**config.mk**
```make
export PLATFORM = sky130hd
export DESIGN_NAME = serial_adder
export DESIGN_NICKNAME = d
export VERILOG_FILES = /design/src/rtl/serial_adder.sv
export SDC_FILE = /design/constraint.sdc
export NUM_CORES = 1
export LEC_CHECK = 0
export ABC_AREA = 1
export CAP_MARGIN = 15
export CORE_ASPECT_RATIO = 1.1
export CORE_MARGIN = 8
export CORE_UTILIZATION = 52
export CTS_CLUSTER_SIZE = 30
export DETAILED_ROUTE_END_ITERATION = 8
export GPL_ROUTABILITY_DRIVEN = 0
export HOLD_SLACK_MARGIN = 0.15
export PLACE_DENSITY = 0.79
export SLEW_MARGIN = 5
export SYNTH_ARGS = -nofsm -noshare
export SYNTH_HDL_FRONTEND = slang
export SYNTH_SLANG_ARGS = --single-unit
```
**constraint.sdc**
```tcl
create_clock -name clk -period 1.7 [get_ports clk]
set_clock_uncertainty 0.2 [all_clocks]
set_input_delay 0.51 -clock clk [delete_from_list [all_inputs] [get_ports clk]]
set_output_delay 0.51 -clock clk [all_outputs]
set_load 0.1 [all_outputs]
```
**src/rtl/serial_adder.sv**
```systemverilog
// serial_adder: multi-cycle ripple adder, BITS_PER_CYCLE full-adder cells per step, LSB chunk first.
// Ports: clk, rst_n (sync, active-low), start/a/b/cin (captured in IDLE),
//        busy (RUN or DONE), done (1-cycle result pulse), sum/cout (registered result),
//        ovf (signed overflow, only when SERIAL_ADDER_OVF_EN is defined).
module serial_adder #(
  parameter int WIDTH = 8,
  parameter int BITS_PER_CYCLE = 1
) (
  input  logic             clk,
  input  logic             rst_n,
  input  logic             start,
  input  logic [WIDTH-1:0] a,
  input  logic [WIDTH-1:0] b,
  input  logic             cin,
  output logic             busy,
  output logic             done,
  output logic [WIDTH-1:0] sum,
  output logic             cout
`ifdef SERIAL_ADDER_OVF_EN
  ,
  output logic             ovf
`endif
);
  localparam int STEPS = WIDTH / BITS_PER_CYCLE;
  localparam int CW = $clog2(STEPS) + 1;
  typedef enum logic [1:0] {S_IDLE, S_RUN, S_FIN} state_t;
  state_t state, nxt;
  logic [WIDTH-1:0] sa, sb, ps, ps_n;
  logic [BITS_PER_CYCLE-1:0] chunk;
  logic c, cy, last;
  logic [CW-1:0] cnt;
`ifdef SERIAL_ADDER_OVF_EN
  logic c_msb;
`endif
  // ripple chain across the chunk; cy ends as the chunk carry-out
  always_comb begin
    cy = c;
    chunk = '0;
`ifdef SERIAL_ADDER_OVF_EN
    c_msb = 1'b0;
`endif
    for (int i = 0; i < BITS_PER_CYCLE; i++) begin
`ifdef SERIAL_ADDER_OVF_EN
      if (i == BITS_PER_CYCLE - 1) c_msb = cy;
`endif
      chunk[i] = sa[i] ^ sb[i] ^ cy;
      cy = (sa[i] & sb[i]) | (sa[i] & cy) | (sb[i] & cy);
    end
  end
  // result chunks enter from the MSB side so the final chunk lands on top
  assign ps_n = (ps >> BITS_PER_CYCLE) | (WIDTH'(chunk) << (WIDTH - BITS_PER_CYCLE));
  assign last = (state == S_RUN) && (cnt == CW'(STEPS - 1));
  always_ff @(posedge clk) begin
    if (!rst_n) state <= S_IDLE;
    else state <= nxt;
  end
  always_comb begin
    nxt = state == S_IDLE ? (start ? S_RUN : S_IDLE) :
          state == S_RUN  ? (last ? S_FIN : S_RUN) : S_IDLE;
  end
  always_comb begin
    busy = state != S_IDLE;
    done = state == S_FIN;
  end
  always_ff @(posedge clk) begin
    if (!rst_n) begin
      sa <= '0;
      sb <= '0;
      c <= 1'b0;
      ps <= '0;
      cnt <= '0;
      sum <= '0;
      cout <= 1'b0;
`ifdef SERIAL_ADDER_OVF_EN
      ovf <= 1'b0;
`endif
    end else if (state == S_IDLE && start) begin
      sa <= a;
      sb <= b;
      c <= cin;
      ps <= '0;
      cnt <= '0;
    end else if (state == S_RUN) begin
      sa <= sa >> BITS_PER_CYCLE;
      sb <= sb >> BITS_PER_CYCLE;
      c <= cy;
      ps <= ps_n;
      cnt <= cnt + CW'(1);
      if (last) begin
        sum <= ps_n;
        cout <= cy;
`ifdef SERIAL_ADDER_OVF_EN
        ovf <= c_msb ^ cy;
`endif
      end
    end
  end
endmodule

```
# Yosys cells after proc, flatten, opt, wreduce, memory -nomap -nowiden
# Cells that the tools add are included.
# classes
addsub,1
n_eq_ne,3
mux,10
n_bitwise,10
n_reduce_logical,7
# op_table
operator,n
8-bit 2-to-1 mux,4
7-bit by 8-bit bitwise OR with 8-bit output,1
2-bit 2-to-1 mux,3
4-bit by 1-bit adder with 4-bit output (second input constant),1
4-bit by 3-bit equality test with 1-bit output (second input constant),1
2-bit nonzero test,2
1-bit AND,3
1-bit 2-to-1 mux,3
3-bit AND reduction,1
2-bit by 1-bit equality test with 1-bit output (second input constant),1
2-bit equality test (second input constant),1
1-bit logical AND,2
2-bit logical NOT,1
1-bit NOT,2
1-bit bitwise OR,2
2-bit OR reduction,1
1-bit XOR,2
# totals
reg_bits,40
input_bits,20
out_inout_bits,11
word_cells,39

# Depth between registers and ports, before layout
# Gate-level depths: netlist of run 1.
# logic_depth
ltp_word,5
mapped_depth,7
depth_no_buf,7

# Worst setup path before layout of run 1
# No wires, ideal clock.
# synth_timing
kind,register -> output
startpoint,register state[1]
endpoint,output port done
t_arrival_ps,1966
required_time_ps,990
setup_slack_ps,-976
path_stages_with_launch,4
n_path_buf,1
cell_sequence,dfxtp_1 -> inv_2 -> buf_2 -> nor2_1
# synth_via
elab_chain_len,1
# synth_lines
item,line,text
"start, declared",27,"state_t state, nxt;"
"start signal, assigned",55,else state <= nxt;
2-bit equality test,63,done = state == S_FIN;
"end, declared",16,"output logic done,"
# No other way between the ends.

# Final worst setup path of run 1
# layout_timing
startpoint,register state[1]
endpoint,output port busy
# layout_via
elab_chain_len,1
# layout_lines
item,line,text
2-bit nonzero test,62,busy = state != S_IDLE;
"end, declared",15,"output logic busy,"
# No other way between the ends.

==> results.json, run 1 <==
{
  "status": "finished, violations left",
  "violations": "negative setup slack",
  "antenna_found_initial": 0,
  "final_area_um2": 2430,
  "die_area_um2": 5610,
  "n_fill_cell": 265,
  "mostFrequentLayoutCell": "nand2_1",
  "clockBufferDepth": 2,
  "cts_hold_buf": 0,
  "grt_pass1_vias": 1657,
  "place_area_um2": 2340,
  "cts_tree": "done",
  "avgSynthCellArea_um2": 7.15,
  "vias_per_cell": 4.96,
  "worst_slack_ns": -0.166,
  "drt-wirelength-per-cell_um": 11.8,
  "cts_root_buf": "clkbuf_4",
  "synthTopCellsByArea": "dfxtp_1 43%, nand2_1 19%, nand3_1 10%",
  "p_per_area_nw_per_um2": 722,
  "start_util_pct": 54.1,
  "drtIter0Drc": 114,
  "area_delta_synth_final_pct": 35.1,
  "fmax_mhz": 536,
  "ys_ff_latch": 39,
  "required_ns": 0.99,
  "yosys_warnings": 0,
  "cts.clk_slew.worst_paths_ns": 0.12,
  "final_max_slew_viol_count": 0,
  "dr.pass1.iters": 5,
  "fin_tns_setup_ns": -0.305,
  "min-delay-path-class": "reg2reg",
  "period_needed_ns": 1.87,
  "relSlewSlack_pct": 82.8,
  "power_mw": 1.76,
  "clk-insertion-delay-late_ns": 0.35,
  "arrival_ns": 1.16,
  "grt_usage_pct": 15.0,
  "layout_common_cells": "89 x nand2_1, 37 x nand3_1, 33 x dfxtp_1",
  "synth_top_area_cell": "dfxtp_1",
  "syn_area_um2": 1800,
  "cts_inserted_buffers": 5,
  "postSynthNetCount": 274,
  "htreeDepth": 2,
  "drv_cap": 0,
  "grt_pass1_wl_um": 6880,
  "irDropWorstVdd_uv": 507,
  "finalCritPeriodShare_pct": 110,
  "vias": 1697,
  "drc": 0,
  "io-pin-count": 31,
  "end_kind": "output pin",
  "nNetsFinal": 315,
  "syn_inst": 252,
  "die_h_um": 77.7,
  "synthDistinctLibCells": 19,
  "die_w_um": 72.1,
  "core-area_um2": 3330,
  "antenna_cells": 0,
  "ff2ff_setup_slack_ns": 0.14,
  "port_buffers": 30,
  "cts.sinks": 39,
  "worst_pin_slew_ns": 0.256,
  "hold_violations": 0,
  "setup_violations": 2,
  "dp_hpwl_um": 2920,
  "routed_wl_um": 4040,
  "ys_seq_area_share_pct": 43.3,
  "num_rows": 22,
  "path_max_fanout": 3,
  "rsz0062_at_grt": "true",
  "synthArstFlopShare_pct": 0,
  "synth-main-ff-cell": "dfxtp_1",
  "drive_gt1_share_pct": 18.7,
  "synth_edf_count": 0,
  "final_antenna_net_count": 0,
  "synth_top_cell_area_share_pct": 43.3,
  "gr-total-overflow": 0,
  "hold_slack_ns": 0.261,
  "leakagePower_nw": 1.09,
  "worstSetupStartpointType": "flip-flop",
  "grt_max_degree": 20,
  "path_class": "reg2out"
}
-- Yosys cell counts, types with 2 or more instances --
| cell | number |
|---|---|
| a21oi_1 | 25 |
| buf_2 | 7 |
| buf_4 | 4 |
| buf_6 | 3 |
| dfxtp_1 | 39 |
| inv_1 | 20 |
| inv_2 | 2 |
| nand2_1 | 89 |
| nand2_4 | 2 |
| nand3_1 | 37 |
| nor2_1 | 14 |
| nor2_4 | 2 |
| xor2_1 | 2 |
-- worst max-delay path, cell delays in order (launching register included) --
cell,delay (ns)
dfxtp_4,0.38
nor2_4,0.14
clkinvlp_4,0.11
buf_12,0.17
-- worst paths after layout --
kind,to,from,cells past startpoint
setup reg to reg,sum[0]$_SDFFE_PN0P_,state[0]$_SDFF_PN0_,7
hold reg to reg,sum[1]$_SDFFE_PN0P_,ps[2]$_SDFFE_PP0P_,2
hold / removal,sum[1]$_SDFFE_PN0P_,ps[2]$_SDFFE_PP0P_,2
setup / recovery,busy,state[1]$_SDFF_PP0_,3
-- routing by layer --
layer	GRT usage (%)	up-vias	wire (µm)	part of all wire [%]
met5	0	-	0	0
met1	15.7	769	1720	43
li1	-	871	-	-
met3	4.37	12	209	5.2
met2	25.8	45	2000	50
met4	8.79	0	106	2.6
-- state kept, by name, summed over array words and instances (netlist names) --
name,cells
sum,8
sa,8
c,1
state,2
cout,1
ps,7
cnt,4
sb,8
-- where the power goes --
group          switching (mW)  internal, mW
sequential             0.0236         0.949
clock                   0.323         0.158
combinational           0.162         0.143
-- metrics by stage --
stage	std cells	setup slack, ns	utilization, %
3_5_place_dp	332	-0.234	70.4
5_1_grt	342	-0.212	73.1
3_3_place_gp	332	-0.186	70.4
2_1_floorplan	252	-0.163	-
6_report	342	-0.166	73.1
4_1_cts	342	-0.179	72.7
-- area by class of cell --
| cell class | instances | area, µm² | area share [%] |
|---|---|---|---|
| Clock buffer | 5 | 37.5 | 1.54 |
| Clock inverter | 3 | 20.0 | 0.822 |
| Inverter | 22 | 86.3 | 3.55 |
| Multi-Input combinational cell | 177 | 855 | 35.1 |
| Sequential cell | 39 | 793 | 32.6 |
| Tap cell | 48 | 60.1 | 2.47 |
| Timing Repair Buffer | 48 | 583 | 23.9 |
-- timing repair --
action	4_1_cts	5_1_grt
gates cloned	0	0
resized for setup	3	6
endpoints found under the setup margin	2	15
setup buffers	2	2
pin swaps	2	2
-- cells by family after synthesis --
kind of cell	share of synthesized area, %
flops	43.3
buf+inv	10.1
fa+ha+maj	1.81
compound gates	8.12
simple gates	35.7
xor+xnor	0.972
No activity file was read; power rests on OpenSTA's default activity.
==> run 2, diff against run 1 <==
- CORE_UTILIZATION: 52 -> 56
- PLACE_DENSITY: 0.79 -> 0.84
- SLEW_MARGIN: 5 -> 20
- clock period: 1.7 -> 2.4 ns (I/O delays scaled with it)
==> run 2 against run 1 <==
Effect of this change:
- the flow now finishes without violations
- critical path depth is the same
- sequential power shrank 29%
- first-iteration DRC count grew 31%
- sequential share of layout area grew 1.7 points
- die area shrank 5.6%
- critical path type unchanged
- highest routed layer unchanged
==> results.json, run 2 (synthesis results as in run 1) <==
{
  "place_ws_ns": 0.141,
  "vias_per_cell": 5.24,
  "io-pin-count": 31,
  "cts_resized": 0,
  "drt-wirelength-per-cell_um": 11.6,
  "drive_gt1_share_pct": 12.1,
  "fmax_mhz": 474,
  "leakagePower_nw": 1.04,
  "routed_wl_um": 3680,
  "hold_slack_ns": 0.265,
  "gr-total-overflow": 0,
  "antenna_cells": 0,
  "drv_cap": 0,
  "period_needed_ns": 2.11,
  "cts_hold_buf": 0,
  "grt_usage_pct": 14.5,
  "nNetsFinal": 305,
  "relSlewSlack_pct": 71.1,
  "cts_inserted_buffers": 5,
  "clk-insertion-delay-late_ns": 0.33,
  "finalCritPeriodShare_pct": 87.9,
  "final_antenna_net_count": 0,
  "finish.utilization_pct": 74.7,
  "cts_root_buf": "clkbuf_4",
  "end_kind": "output pin",
  "die_w_um": 70.1,
  "dp_hpwl_um": 2710,
  "port_buffers": 30,
  "p_per_area_nw_per_um2": 515,
  "core-area_um2": 3050,
  "vias": 1656,
  "r2r-start": "state[0]$_SDFF_PN0_",
  "crit_slowest_cell": "dfxtp_1",
  "fin_tns_setup_ns": 0,
  "startpoint": "state[0]$_SDFF_PN0_",
  "area_delta_synth_final_pct": 26.4,
  "cts_tree": "done",
  "path_cells": "buf_4 > nor2_4 > buf_12",
  "die_h_um": 75.5,
  "htreeDepth": 2,
  "mostFrequentLayoutCell": "nand2_1",
  "dr.pass1.iters": 4,
  "irDropWorstVdd_uv": 442,
  "antenna_found_initial": 0,
  "cts.clk_slew.worst_paths_ns": 0.10,
  "post_cts_buffers": 0,
  "worst_pin_slew_ns": 0.432,
  "path_class": "reg2out",
  "final_max_slew_viol_count": 0,
  "slowest_delay_ns": 0.36,
  "clockBufferDepth": 2,
  "path_max_fanout": 8,
  "rsz0062_at_grt": "false",
  "min-delay-path-class": "reg2reg",
  "required_ns": 1.48,
  "start_util_pct": 59.1,
  "layout_common_cells": "89 x nand2_1, 39 x dfxtp_1, 37 x nand3_1",
  "reg_top3": "sa: 8 flops, sb: 8 flops, sum: 8 flops",
  "setup_violations": 0,
  "cts.sinks": 39,
  "grt_max_degree": 18,
  "grt_pass1_vias": 1552,
  "worstSetupStartpointType": "flip-flop",
  "hold_start": "ps[7]$_SDFFE_PP0P_",
  "worst_slack_ns": 0.290,
  "drc": 0,
  "hold_violations": 0,
  "grt_pass1_wl_um": 6420,
  "num_rows": 21,
  "die_area_um2": 5290,
  "drtIter0Drc": 149,
  "arrival_ns": 1.19,
  "status": "finished clean"
}
[run 2: critical path: cells and delay by family (launching register included)]
kind / cells / cell delay [ns]
AND/OR/NAND/NOR: 1 / 0.13
buffers and inverters: 2 / 0.36
flip-flops: 1 / 0.36
[run 2: power by group]
part	total (mW)	switching (mW)	internal, mW
combinational	0.190	0.108	0.0824
sequential	0.689	0.0161	0.673
clock	0.294	0.189	0.104
[run 2: through the flow]
stage / instance area (µm²) / total power, mW / std cells
after global placement: 2240 / 0.890 / 310
after detailed placement: 2240 / 0.895 / 310
after global routing: 2280 / 1.23 / 316
after CTS: 2280 / 1.18 / 316
final: 2280 / 1.17 / 316
after floorplan: 1810 / 0.835 / 252
[run 2: final timing paths]
path	end	slack, ns	depth (start not counted)
worst max-delay path	done	0.29	3
worst min-delay path	sum[6]$_SDFFE_PN0P_	0.27	2
worst max register to register	sum[2]$_SDFFE_PN0P_	0.69	7
worst min register to register	sum[6]$_SDFFE_PN0P_	0.27	2
[run 2: final cells by class]
type	count	area [µm²]
Clock buffer	6	41.3
Fill cell	221	771
Inverter	22	82.6
Multi-Input combinational cell	177	847
Sequential cell	39	781
Tap cell	34	42.5
Timing Repair Buffer	38	483
[run 2: per-layer routing]
metal / part of all wire (%) / GRT usage, % / vias up / routed length, µm
met5: 0 / 0 / - / 0
met4: 0.98 / 6.47 / 0 / 36
met3: 6.1 / 3.91 / 4 / 223
met2: 51 / 25.9 / 50 / 1880
met1: 42 / 15.9 / 749 / 1530
li1: - / - / 853 / -
==> run 3, diff against run 2 <==
- CORE_UTILIZATION: 56 -> 58
- CTS_BUF_LIST: default -> sky130_fd_sc_hd__clkbuf_8
- PLACE_DENSITY: 0.84 -> 0.86
==> run 3 against run 2 <==
Effect of this change:
- die area fell by 2.7%
- non-clock buffer count fell by 2
- setup slack got worse by 0.10 ns
- register-to-register slack improved by 0.03 ns
- core utilization rose by 2.4 points
- worst hold slack improved by 0.0018 ns
- sequential power barely moved
- clock power rose by 63%
- critical path depth did not move
- total power rose by 16%
- fmax fell by 4.7%
- sequential share of layout area fell by 0.46 points
- critical path type unchanged
- largest power group unchanged
==> results.json, run 3 (synthesis results as in run 1) <==
{
  "vias_per_cell": 5.14,
  "drtIter0Drc": 133,
  "die_h_um": 74.5,
  "switching_share_pct": 25.5,
  "r2r-start": "state[0]$_SDFF_PN0_",
  "die_area_um2": 5150,
  "required_ns": 1.48,
  "irDropWorstVdd_uv": 510,
  "grt_pass1_wl_um": 6650,
  "period_needed_ns": 2.21,
  "num_rows": 21,
  "cts_root_buf": "clkbuf_8",
  "grt_usage_pct": 15.4,
  "grt_pass1_vias": 1604,
  "setup_violations": 0,
  "regToRegEndpoint": "ps[4]$_SDFFE_PP0P_",
  "n_fill_cell": 208,
  "antenna_cells": 0,
  "cts.clk_slew.worst_paths_ns": 0.07,
  "clkPwrFrac_pct": 35.4,
  "leakagePower_nw": 1.06,
  "p_per_area_nw_per_um2": 587,
  "seq_power_share_pct": 50.9,
  "htreeDepth": 2,
  "layout_common_cells": "89 x nand2_1, 39 x dfxtp_1, 37 x nand3_1",
  "rsz0062_at_grt": "false",
  "cts_tree": "done",
  "min_to": "sb[6]$_SDFFE_PN0P_",
  "hold_slack_ns": 0.267,
  "end_kind": "output pin",
  "cts_hold_buf": 0,
  "p_sw_mw": 0.346,
  "power_mw": 1.36,
  "combPwrFrac_pct": 13.7,
  "die_w_um": 69.1,
  "drc": 0,
  "finish.utilization_pct": 77.1,
  "r2r.worst_path.cells": 5,
  "mostFrequentLayoutCell": "nand2_1",
  "start_util_pct": 60.2,
  "port_buffers": 30,
  "dr.pass1.iters": 4,
  "internal_power_mw": 1.01,
  "drt-wirelength-per-cell_um": 12.0,
  "gr-total-overflow": 0,
  "min-delay-path-class": "reg2reg",
  "final_max_slew_viol_count": 0,
  "post_cts_buffers": 0,
  "finalCritPeriodShare_pct": 92.3,
  "routed_wl_um": 3790,
  "cts.sinks": 39,
  "worst_pin_slew_ns": 0.437,
  "relSlewSlack_pct": 70.8,
  "fmax_mhz": 452,
  "cts_resized": 0,
  "antenna_found_initial": 0,
  "clockBufferDepth": 2,
  "grt_max_degree": 20,
  "arrival_ns": 1.29,
  "place_ws_ns": 0.184,
  "hold_violations": 0,
  "dp_hpwl_um": 2560,
  "vias": 1623,
  "worst_slack_ns": 0.186,
  "nNetsFinal": 303,
  "drv_cap": 0,
  "fin_tns_setup_ns": 0,
  "ff2ff_setup_slack_ns": 0.72,
  "reg_top3": "sa: 8 flops, sb: 8 flops, sum: 8 flops",
  "hold_start": "sb[6]$_SDFFE_PN0P_",
  "path_class": "reg2out",
  "final_antenna_net_count": 0,
  "io-pin-count": 31,
  "drive_gt1_share_pct": 12.1,
  "worstSetupStartpointType": "flip-flop",
  "core-area_um2": 3000,
  "status": "finished clean",
  "min_path_cells": 2,
  "clk-insertion-delay-late_ns": 0.29,
  "area_delta_synth_final_pct": 28.1,
  "cts_inserted_buffers": 5,
  "path_max_fanout": 15
}
[run 3: worst max path at each step]
stage / end / startpoint / slack (ns)
final: done / state[1]$_SDFF_PP0_ / 0.19
after global routing: done / state[1]$_SDFF_PP0_ / 0.14
after CTS: done / state[1]$_SDFF_PP0_ / 0.18
after detailed placement: ps[4]$_SDFFE_PP0P_ / start / 0.18
after global placement: sb[7]$_SDFFE_PN0P_ / start / 0.21
after floorplan: busy / state[1]$_SDFF_PP0_ / 0.19
[run 3: final cells by class]
class                           count  area, µm²  area share [%]
Tap cell                           34       42.5            1.84
Clock inverter                      1       3.75           0.163
Sequential cell                    39        781            33.8
Timing Repair Buffer               36        455            19.7
Clock buffer                        7       96.3            4.17
Multi-Input combinational cell    177        847            36.7
Inverter                           22       82.6            3.58
[run 3: power by group through the flow]
stage / combinational, mW / clock, mW / sequential (mW)
3_5_place_dp: 0.184 / 0 / 0.704
4_1_cts: 0.185 / 0.488 / 0.690
2_1_floorplan: 0.136 / 0 / 0.699
6_report: 0.186 / 0.480 / 0.691
5_1_grt: 0.207 / 0.517 / 0.693
3_3_place_gp: 0.181 / 0 / 0.704
[run 3: per-stage QoR]
stage / area (µm²) / instances
5_1_grt: 2310 / 316
4_1_cts: 2310 / 316
6_report: 2310 / 316
2_1_floorplan: 1810 / 252
3_5_place_dp: 2210 / 308
3_3_place_gp: 2210 / 308
[run 3: critical path, cell delays in order, from the launching register on]
cell and delay [ns]:
dfxtp_1 0.46, inv_2 0.20, nor2_4 0.16, buf_12 0.18
[run 3: metal layers]
| metal | global-route usage [%] | routed length (µm) |
|---|---|---|
| met5 | 0 | 0 |
| met1 | 16.1 | 1610 |
| met3 | 5.20 | 247 |
| met2 | 27.3 | 1870 |
| met4 | 7.52 | 67 |
